File: src/rtl/params_pkg.sv
// Shared core parameters and the writeback entry type.
package params_pkg;

  localparam int unsigned REGISTER_WIDTH = 5;
  localparam int unsigned DATA_WIDTH     = 32;
  localparam int unsigned ADDR_WIDTH     = 32;
  localparam int unsigned INSTR_WIDTH    = 32;

  // One pending register-file write. Debug fields travel with the data in simulation only.
  typedef struct packed {
    logic [REGISTER_WIDTH-1:0] wr_reg;
    logic [DATA_WIDTH-1:0]     data;
`ifndef SYNTHESIS
    logic [ADDR_WIDTH-1:0]     debug_pc;
    logic [INSTR_WIDTH-1:0]    debug_instr;
`endif
  } wb_entry_t;

endpackage

File: src/rtl/wb_fifo.sv
// Synchronous FIFO of writeback entries. A push into a full FIFO is accepted only
// when a pop happens in the same cycle; otherwise it is discarded.
module wb_fifo
  import params_pkg::*;
#(
  parameter  int unsigned DEPTH = 4,
  localparam int unsigned PTR_W = $clog2(DEPTH),
  localparam int unsigned CNT_W = $clog2(DEPTH + 1)
) (
  input  logic             clk_i,
  input  logic             rst_i,
  input  logic             push_i,
  input  wb_entry_t        data_i,
  input  logic             pop_i,
  output wb_entry_t        data_o,
  output logic [CNT_W-1:0] count_o,
  output logic             full_o,
  output logic             empty_o
);

  localparam logic [CNT_W-1:0] FULL_COUNT = CNT_W'(DEPTH);

  wb_entry_t        mem [DEPTH];
  logic [PTR_W-1:0] wr_ptr;
  logic [PTR_W-1:0] rd_ptr;
  logic [CNT_W-1:0] count;
  logic             do_push;
  logic             do_pop;

  assign full_o  = (count == FULL_COUNT);
  assign empty_o = (count == '0);
  assign count_o = count;
  assign data_o  = mem[rd_ptr];

  assign do_pop  = pop_i && !empty_o;
  assign do_push = push_i && (!full_o || do_pop);

  // Storage array; contents need no reset since count gates visibility.
  always_ff @(posedge clk_i) begin
    if (do_push) begin
      mem[wr_ptr] <= data_i;
    end
  end

  // Pointers wrap naturally because DEPTH is a power of two.
  always_ff @(posedge clk_i) begin
    if (rst_i) begin
      wr_ptr <= '0;
      rd_ptr <= '0;
      count  <= '0;
    end else begin
      if (do_push) wr_ptr <= wr_ptr + PTR_W'(1);
      if (do_pop)  rd_ptr <= rd_ptr + PTR_W'(1);
      case ({do_push, do_pop})
        2'b10:   count <= count + CNT_W'(1);
        2'b01:   count <= count - CNT_W'(1);
        default: count <= count;
      endcase
    end
  end

endmodule

File: src/rtl/wb_arbiter.sv
// Writeback arbiter: merges ALU and multiplier results onto one register-file write port.
// Mul results cannot stall, so they are buffered; only the ALU sees back-pressure.
module wb_arbiter
  import params_pkg::*;
#(
  parameter  int unsigned REGISTER_WIDTH = params_pkg::REGISTER_WIDTH,
  parameter  int unsigned DATA_WIDTH     = params_pkg::DATA_WIDTH,
  parameter  int unsigned ADDR_WIDTH     = params_pkg::ADDR_WIDTH,
  parameter  int unsigned MUL_BUF_DEPTH  = 4,
  localparam int unsigned CNT_W          = $clog2(MUL_BUF_DEPTH + 1)
) (
  input  logic                      clk_i,
  input  logic                      rst_i,
  input  logic                      alu_valid_i,
  input  logic [REGISTER_WIDTH-1:0] alu_wr_reg_i,
  input  logic [DATA_WIDTH-1:0]     alu_result_i,
  output logic                      alu_ready_o,
  input  logic                      mul_valid_i,
  input  logic [REGISTER_WIDTH-1:0] mul_wr_reg_i,
  input  logic [DATA_WIDTH-1:0]     mul_result_i,
  output logic                      rf_wr_en_o,
  output logic [REGISTER_WIDTH-1:0] rf_wr_reg_o,
  output logic [DATA_WIDTH-1:0]     rf_wr_data_o,
  output logic [CNT_W-1:0]          mul_pending_o,
  output logic                      overflow_o
`ifndef SYNTHESIS
  ,
  input  logic [ADDR_WIDTH-1:0]     alu_debug_pc_i,
  input  logic [INSTR_WIDTH-1:0]    alu_debug_instr_i,
  input  logic [ADDR_WIDTH-1:0]     mul_debug_pc_i,
  input  logic [INSTR_WIDTH-1:0]    mul_debug_instr_i,
  output logic [ADDR_WIDTH-1:0]     rf_debug_pc_o,
  output logic [INSTR_WIDTH-1:0]    rf_debug_instr_o
`endif
);

  // Keeping one slot free guarantees a mul arrival always has room while the ALU wins.
  localparam logic [CNT_W-1:0] READY_LIMIT = CNT_W'(MUL_BUF_DEPTH - 1);

  wb_entry_t        alu_entry;
  wb_entry_t        mul_entry;
  wb_entry_t        head_entry;
  wb_entry_t        grant_entry;
  logic             grant_valid;
  logic             alu_accept;
  logic             push;
  logic             pop;
  logic             fifo_full;
  logic             fifo_empty;
  logic [CNT_W-1:0] count;

  assign alu_ready_o   = (count < READY_LIMIT);
  assign alu_accept    = alu_valid_i && alu_ready_o;
  assign mul_pending_o = count;

  // Pack each source into a writeback entry.
  always_comb begin
    alu_entry             = '0;
    alu_entry.wr_reg      = alu_wr_reg_i;
    alu_entry.data        = alu_result_i;
    mul_entry             = '0;
    mul_entry.wr_reg      = mul_wr_reg_i;
    mul_entry.data        = mul_result_i;
`ifndef SYNTHESIS
    alu_entry.debug_pc    = alu_debug_pc_i;
    alu_entry.debug_instr = alu_debug_instr_i;
    mul_entry.debug_pc    = mul_debug_pc_i;
    mul_entry.debug_instr = mul_debug_instr_i;
`endif
  end

  // Fixed priority: accepted ALU, then buffered mul (older), then bypassed mul.
  always_comb begin
    grant_valid = 1'b0;
    grant_entry = alu_entry;
    push        = 1'b0;
    pop         = 1'b0;
    if (alu_accept) begin
      grant_valid = 1'b1;
      grant_entry = alu_entry;
      push        = mul_valid_i;
    end else if (!fifo_empty) begin
      grant_valid = 1'b1;
      grant_entry = head_entry;
      pop         = 1'b1;
      push        = mul_valid_i;
    end else if (mul_valid_i) begin
      grant_valid = 1'b1;
      grant_entry = mul_entry;
    end
  end

  wb_fifo #(
    .DEPTH (MUL_BUF_DEPTH)
  ) u_mul_fifo (
    .clk_i   (clk_i),
    .rst_i   (rst_i),
    .push_i  (push),
    .data_i  (mul_entry),
    .pop_i   (pop),
    .data_o  (head_entry),
    .count_o (count),
    .full_o  (fifo_full),
    .empty_o (fifo_empty)
  );

  // Register the winning entry onto the write port; write data is don't-care under reset.
  always_ff @(posedge clk_i) begin
    if (rst_i) begin
      rf_wr_en_o <= 1'b0;
    end else begin
      rf_wr_en_o <= grant_valid;
    end
    rf_wr_reg_o      <= grant_entry.wr_reg;
    rf_wr_data_o     <= grant_entry.data;
`ifndef SYNTHESIS
    rf_debug_pc_o    <= grant_entry.debug_pc;
    rf_debug_instr_o <= grant_entry.debug_instr;
`endif
  end

  // Sticky flag for a mul result dropped because the buffer was full.
  always_ff @(posedge clk_i) begin
    if (rst_i) begin
      overflow_o <= 1'b0;
    end else if (push && fifo_full && !pop) begin
      overflow_o <= 1'b1;
    end
  end

endmodule

File: config.mk
export PLATFORM = sky130hd
export DESIGN_NAME = wb_arbiter
export DESIGN_NICKNAME = d
export VERILOG_FILES = /design/src/rtl/params_pkg.sv /design/src/rtl/wb_fifo.sv /design/src/rtl/wb_arbiter.sv
export SDC_FILE = /design/constraint.sdc
export NUM_CORES = 1
export LEC_CHECK = 0
export ABC_AREA = 1
export CORE_MARGIN = 2
export CORE_UTILIZATION = 25
export CTS_CLUSTER_SIZE = 30
export DETAILED_ROUTE_END_ITERATION = 6
export GPL_ROUTABILITY_DRIVEN = 0
export SETUP_SLACK_MARGIN = 0.15
export SYNTH_ARGS = -nofsm -noshare
export SYNTH_HDL_FRONTEND = slang
export SYNTH_SLANG_ARGS = --single-unit
File: constraint.sdc
create_clock -name clk_i -period 3.2 [get_ports clk_i]
set_clock_uncertainty 0.15 [all_clocks]
set_input_delay 0.64 -clock clk_i [delete_from_list [all_inputs] [get_ports clk_i]]
set_output_delay 0.64 -clock clk_i [all_outputs]
set_load 0.01 [all_outputs]
==> results of run 1 <==
per-layer routing:
metal | routed length, um | part of all wire | global-route usage
met4 | 281 | 0.014 | 0.0425
met5 | 0 | 0 | 0
met3 | 807 | 0.040 | 0.0260
met2 | 9660 | 0.48 | 0.200
met1 | 9330 | 0.46 | 0.155
layout make-up:
class / count / area [um^2]
antenna: 1 / 2.50
clock buffer: 17 / 425
clock inverter: 15 / 195
fill: 3338 / 21900
inverter: 171 / 642
multi-input combinational: 460 / 2030
sequential: 196 / 5410
tap: 442 / 553
timing repair buffer: 134 / 1360
cells in the mapped netlist (2+ instances only):
cell type,n
a21oi_1,6
o21ai_0,3
ha_1,5
buf_6,8
inv_2,3
buf_1,3
clkbuf_1,2
inv_1,168
nor2_1,12
nand2_1,309
nand3_1,117
edfxtp_1,148
dfxtp_1,48
buf_2,20
nand2_2,3
logic make-up (layout without fill, tap and decap cells):
family	count (synthesis)	count (layout)	synth area share
fa+ha+maj	6	6	0.0100
buf+inv	204	337	0.103
other cells	0	1	0
simple gates	445	445	0.226
compound gates	9	9	0.00546
flops	196	196	0.655
critical path, cell delays in order, from the launching register on:
cell and delay, ns:
dfxtp_1 0.38, a21oi_1 0.16, clkdlybuf4s50_1 0.54
placed cells by master, fill, tap and decap left out, types with 6 or more instances in the layout:
| cell type | Yosys | final |
|---|---|---|
| clkbuf_16 | 0 | 17 |
| nand2_1 | 309 | 309 |
| edfxtp_1 | 148 | 148 |
| nand3_1 | 117 | 117 |
| a21oi_1 | 6 | 6 |
| nor2_1 | 12 | 8 |
| clkdlybuf4s50_1 | 0 | 120 |
| dfxtp_1 | 48 | 46 |
| buf_4 | 0 | 10 |
| inv_1 | 168 | 167 |
registers in the layout, indices dropped and copies added, names as in the netlist, named ones only:
name and flops:
rf_wr_reg_o 5, u_mul_fifo.count_o 3, rf_wr_en_o 1, u_mul_fifo.wr_ptr 2
rf_wr_data_o 32, u_mul_fifo.rd_ptr 2, u_mul_fifo.mem 148, overflow_o 1
per-stage QoR:
stage,cells,hold WS [ns],instance area [um^2]
5_1_grt,1435,0.324,10600
6_report,1436,0.276,10600
4_1_cts,1435,0.280,10600
3_3_place_gp,1403,0.261,9990
3_5_place_dp,1403,0.266,9990
2_1_floorplan,860,0.297,8250
power by group:
group	leakage [uW]	switching [uW]	internal [uW]
combinational	0.00250	1760	1140
sequential	0.00176	164	3240
clock	0.000305	1000	1260
worst paths after layout:
check / cells past startpoint / endpoint / slack, ns
worst max-delay path: 2 / alu_ready_o / 0.90
worst min-delay path: 2 / overflow_o$_SDFFE_PP0P_ / 0.28
worst max register to register: 12 / u_mul_fifo.count_o[2]$_SDFFE_PP0P_ / 1.16
worst min register to register: 2 / overflow_o$_SDFFE_PP0P_ / 0.28
==> results.rst, run 1 <==
.. list-table::
   :header-rows: 1

   * - Metric
     - Value
   * - Share of the synthesized area in the top cell type
     - 0.539
   * - Count of buffers from port buffering
     - 120
   * - Die span in y
     - 186 um
   * - Antenna Violating Nets Remaining
     - 0
   * - Worst slew pin tran
     - 0.847 ns
   * - Clock transition at the register clock pins on the worst setup and hold paths after CTS
     - 0.07 ns
   * - Number of global-route vias before repair
     - 5732
   * - Row cnt
     - 66
   * - Hold Path Class
     - reg -> reg
   * - Crit Path Max Fanout
     - 6
   * - Count of synthesis-stage warnings from yosys
     - 0
   * - Critical path start-end classification
     - reg -> out
   * - Worst endpoint required time
     - 2.41 ns
   * - Root buffer cell
     - clkbuf_16
   * - Number of clock sinks seen by CTS
     - 196
   * - Number of DRC violations after detailed-routing iteration 0
     - 318
   * - Syn avg cell area
     - 9.59 um^2
   * - Headroom to the max-slew limit
     - 0.435
   * - Total of hold buffers inserted after clock tree synthesis
     - 0
   * - Part of the Yosys area used for sequential elements
     - 0.655
   * - Number of maximum-capacitance violations
     - 0
   * - Hold path startpoint
     - overflow_o$_SDFFE_PP0P_
   * - Sum of negative setup slack
     - 0 ns
   * - Worst reg2reg startpoint
     - u_mul_fifo.count_o[0]$_SDFFE_PP0P_
   * - Post-CTS Setup Repair Bufs
     - 0
   * - Initial antenna violation count
     - 1
   * - Area enclosed by the die boundary
     - 34500 um^2
   * - Data arrival, critical path
     - 1.51 ns
   * - Final Net Count
     - 1064
   * - Synth-to-Final Area Change
     - 28.6%
   * - Pwr/cell area
     - 807 nW/um^2
   * - Detailed Route WL
     - 20.1 mm
   * - First-pass GRT wire length
     - 31.0 mm
   * - Core box area
     - 32500 um^2
   * - Sort of element at the end of the critical path
     - output port
   * - Largest net degree at the start of global routing
     - 75
   * - Critical Path Source
     - u_mul_fifo.count_o[1]$_SDFFE_PP0P_
   * - Share of the core filled with cells
     - 0.326
   * - Worst-case clock buffer depth
     - 2
   * - Count of mapped cells out of synthesis
     - 860
   * - Leakage power
     - 0.00456 uW
   * - Cell Area, Synth
     - 8250 um^2
   * - Fraction of registers with async set or reset after synthesis
     - 0
   * - Fraction of final layout cells with drive strength greater than 1
     - 0.0634
   * - Number of ports placed on the die boundary
     - 121
   * - Number of iterations in the first detailed-routing pass
     - 4
   * - Main flop type after synthesis
     - edfxtp_1
   * - Status
     - complete, no violations
   * - HPWL reported at the end of detailed placement
     - 12.6 mm
   * - TritonCTS Buffers
     - 17
   * - Final worst path period need
     - 2.30 ns
   * - Gates resized, CTS repair
     - 0
   * - Global-route usage over all layers
     - 0.121
   * - Aggregate global routing overflow
     - 0
   * - Share of the cycle needed by the critical path after routing
     - 0.720
   * - Via density per instance
     - 3.99
   * - Starting utilization of the core area
     - 0.254
   * - Startpoint type of the worst setup path
     - register
   * - Net count of the mapped netlist
     - 944
   * - Insertion delay to the later sink of the worst-skew pair
     - 0.43 ns
   * - Pre-CTS setup slack
     - 0.510 ns
   * - Number of enable flip-flop cells after synthesis
     - 148
   * - Final setup violating endpoints
     - 0
   * - H-tree depth reported by CTS
     - 4
   * - Final hold violation count
     - 0
   * - Timing-limited maximum frequency
     - 0.434 GHz
   * - Maximum vdd ir drop
     - 0.392 mV
   * - Leading area contributor after synthesis
     - edfxtp_1
   * - Distinct cell type count of the synthesized netlist
     - 20
   * - Largest cells by area after synthesis
     - edfxtp_1, nand2_1, dfxtp_1
   * - Vias post-DR
     - 5735
   * - Horizontal die dimension
     - 186 um
   * - TritonCTS clock tree
     - done
   * - Final Power
     - 8560 uW
   * - Post-route DRC violation count
     - 0
   * - RSZ-0062 raised after global routing
     - no
   * - Number of flip-flops and latches in the synthesized netlist
     - 196
   * - Crit path setup slack, layout
     - 0.896 ns
   * - Post-DR wirelength/cell
     - 14.0 um
   * - Pins Over Slew Limit
     - 0
Note: power is estimated with default switching activity, not from simulation.
==> inputs of run 2 (changes only) <==
==> constraint.sdc (replaced) <==
create_clock -name clk_i -period 2 [get_ports clk_i]
set_clock_uncertainty 0.15 [all_clocks]
set_input_delay 0.4 -clock clk_i [delete_from_list [all_inputs] [get_ports clk_i]]
set_output_delay 0.4 -clock clk_i [all_outputs]
set_load 0.01 [all_outputs]
==> results.rst, run 2 (synthesis gave the netlist of run 1 again) <==
.. list-table::
   :header-rows: 1

   * - Metric
     - Value
   * - Final setup violating endpoints
     - 0
   * - Cell with the biggest individual delay on the critical path
     - clkdlybuf4s50_1
   * - Placed instance area
     - 10200 um^2
   * - Root buffer cell
     - clkbuf_16
   * - Startpoint type of the worst setup path
     - primary input
   * - WHS Endpoint
     - overflow_o$_SDFFE_PP0P_
   * - Number of maximum-capacitance violations
     - 0
   * - Number of flip-flops in the largest register
     - 148
   * - Global-route usage over all layers
     - 0.118
   * - Detailed Route WL
     - 19.7 mm
   * - Headroom to the max-slew limit
     - 0.470
   * - Number of ports placed on the die boundary
     - 121
   * - Number of DRC violations after detailed-routing iteration 0
     - 410
   * - Share of the cycle needed by the critical path after routing
     - 0.916
   * - Leakage power
     - 0.00488 uW
   * - Core box area
     - 32500 um^2
   * - Post-DR wirelength/cell
     - 13.6 um
   * - Cell-by-cell trace of the critical path
     - clkdlybuf4s50_1, inv_1, nand3_4, nand2_8, ha_4, inv_2, fa_2, inv_1, nand2_1, nand3_1, nand2_1, nand2_1, nor2_1
   * - Final hold violation count
     - 0
   * - Aggregate global routing overflow
     - 0
   * - Count of buffers from port buffering
     - 120
   * - Pwr/cell area
     - 1240 nW/um^2
   * - Hold Path Class
     - reg -> reg
   * - Synth-to-Final Area Change
     - 30.6%
   * - Cell depth of the worst hold path
     - 2
   * - Vias post-DR
     - 5724
   * - Total of hold buffers inserted after clock tree synthesis
     - 0
   * - Critical Path Source
     - alu_valid_i
   * - Max incr delay on CP
     - 0.46 ns
   * - Register-to-register setup slack
     - 0.18 ns
   * - Register with the most flip-flops
     - u_mul_fifo.mem
   * - RSZ-0062 raised after global routing
     - yes
   * - Crit Path Max Fanout
     - 2
   * - Worst-case clock buffer depth
     - 2
   * - Maximum vdd ir drop
     - 0.654 mV
   * - Critical Path Most Common Cell
     - nand2_1
   * - Fraction of final layout cells with drive strength greater than 1
     - 0.0812
   * - Number of clock sinks seen by CTS
     - 196
   * - Initial antenna violation count
     - 1
   * - Worst endpoint required time
     - 2.17 ns
   * - Timing-limited maximum frequency
     - 0.546 GHz
   * - Row cnt
     - 66
   * - Die span in y
     - 186 um
   * - Most common cell after layout, fill and taps aside
     - nand2_1
   * - Number of iterations in the first detailed-routing pass
     - 6
   * - R2r worst-path depth
     - 12
   * - TritonCTS Buffers
     - 17
   * - TritonCTS clock tree
     - done
   * - Largest registers
     - u_mul_fifo.mem (148), rf_wr_data_o (32), rf_wr_reg_o (5)
   * - Status
     - complete, no violations
   * - Worst slew pin tran
     - 0.793 ns
   * - Data arrival, critical path
     - 2.01 ns
   * - HPWL reported at the end of detailed placement
     - 13.1 mm
   * - Starting utilization of the core area
     - 0.254
   * - Crit path setup slack, layout
     - 0.169 ns
   * - Horizontal die dimension
     - 186 um
   * - Final worst path period need
     - 1.83 ns
   * - Critical path start-end classification
     - in -> reg
   * - Pins Over Slew Limit
     - 0
   * - Fin area
     - 10800 um^2
   * - Number of antenna diodes
     - 0
   * - Final Net Count
     - 1081
   * - Via density per instance
     - 3.94
   * - First-pass GRT wire length
     - 30.7 mm
   * - Commonest non-fill, non-tap cells in the layout
     - nand2_1, inv_1, edfxtp_1
   * - Sort of element at the end of the critical path
     - register
   * - Area enclosed by the die boundary
     - 34500 um^2
   * - Largest net degree at the start of global routing
     - 41
   * - Terminus of the critical flop-to-flop path
     - u_mul_fifo.count_o[2]$_SDFFE_PP0P_
   * - Clock transition at the register clock pins on the worst setup and hold paths after CTS
     - 0.07 ns
   * - Insertion delay to the later sink of the worst-skew pair
     - 0.43 ns
   * - Hold path startpoint
     - overflow_o$_SDFFE_PP0P_
   * - Worst reg2reg startpoint
     - u_mul_fifo.count_o[0]$_SDFFE_PP0P_
   * - Pre-CTS setup slack
     - -0.269 ns
   * - Post-route DRC violation count
     - 0
   * - Number of global-route vias before repair
     - 5682
   * - H-tree depth reported by CTS
     - 4
   * - Post-CTS Setup Repair Bufs
     - 0
   * - Antenna Violating Nets Remaining
     - 0
==> run 2: cell types whose count changed in the layout (fill, tap and decap cells not counted), sizes merged <==
cell           previous run  this run
buf                      14        31
bufinv                    3         2
clkbuf                   17        19
clkdlybuf4s50           120        78
clkinv                    5         9
clkinvlp                  1         3
diode                     1         0
dlygate4sd2               0        21
dlymetal6s2s              0        20
inv                     177       171
==> run 2: layer usage <==
metal | wire (um) | GRT usage | vias to the layer above
met5 | 12 | 0 | -
met4 | 279 | 0.0422 | 2
met3 | 930 | 0.0282 | 17
met2 | 9720 | 0.203 | 113
met1 | 8740 | 0.145 | 2642
li1 | - | - | 2950
==> run 2: worst max path at each step <==
stage | to | slack [ns]
finish | u_mul_fifo.count_o[2]$_SDFFE_PP0P_ | 0.17
global route | u_mul_fifo.count_o[2]$_SDFFE_PP0P_ | 0.09
CTS | alu_ready_o | 0.15
detailed placement | u_mul_fifo.count_o[2]$_SDFFE_PP0P_ | -0.27
global placement | u_mul_fifo.count_o[2]$_SDFFE_PP0P_ | -0.28
floorplan | u_mul_fifo.count_o[2]$_SDFFE_PP0P_ | 0.13
==> run 2: repair_timing <==
action                     4_1_cts  5_1_grt
setup endpoints to repair       22       23
gates resized for setup         23       23
pin swaps                        0        2
==> run 2: through the flow <==
step	power, uW	std cells	utilization	hold WS [ns]	TNS (ns)
2_1_floorplan	8390	860	-	0.297	0
6_report	13300	1452	0.331	0.275	0
4_1_cts	13600	1452	0.330	0.277	0
3_5_place_dp	10500	1420	0.314	0.261	-25.18
5_1_grt	14300	1452	0.331	0.342	0
3_3_place_gp	10500	1420	0.314	0.269	-21.38
==> run 2: worst max-delay path: cells and delay by family <==
family / cells / cell delay [ns]
adders and majority gates: 2 / 0.45
and+or+nand+nor: 7 / 0.46
buffers and inverters: 4 / 0.68
==> run 2: report_power, final <==
part           leakage [uW]  internal, uW  switching (uW)
sequential          0.00176          5200             261
clock              0.000258          1810            1440
combinational       0.00286          1800            2830
total               0.00488          8810            4520
==> run 2: area by class of cell <==
| cell class | instances | area [um^2] |
|---|---|---|
| well taps | 442 | 553 |
| inverters | 171 | 642 |
| flip-flops and latches | 196 | 5420 |
| clock buffers | 18 | 429 |
| clock inverters | 14 | 119 |
| fillers | 3324 | 21800 |
| multi-input cells | 460 | 2070 |
| repair buffers | 151 | 1540 |
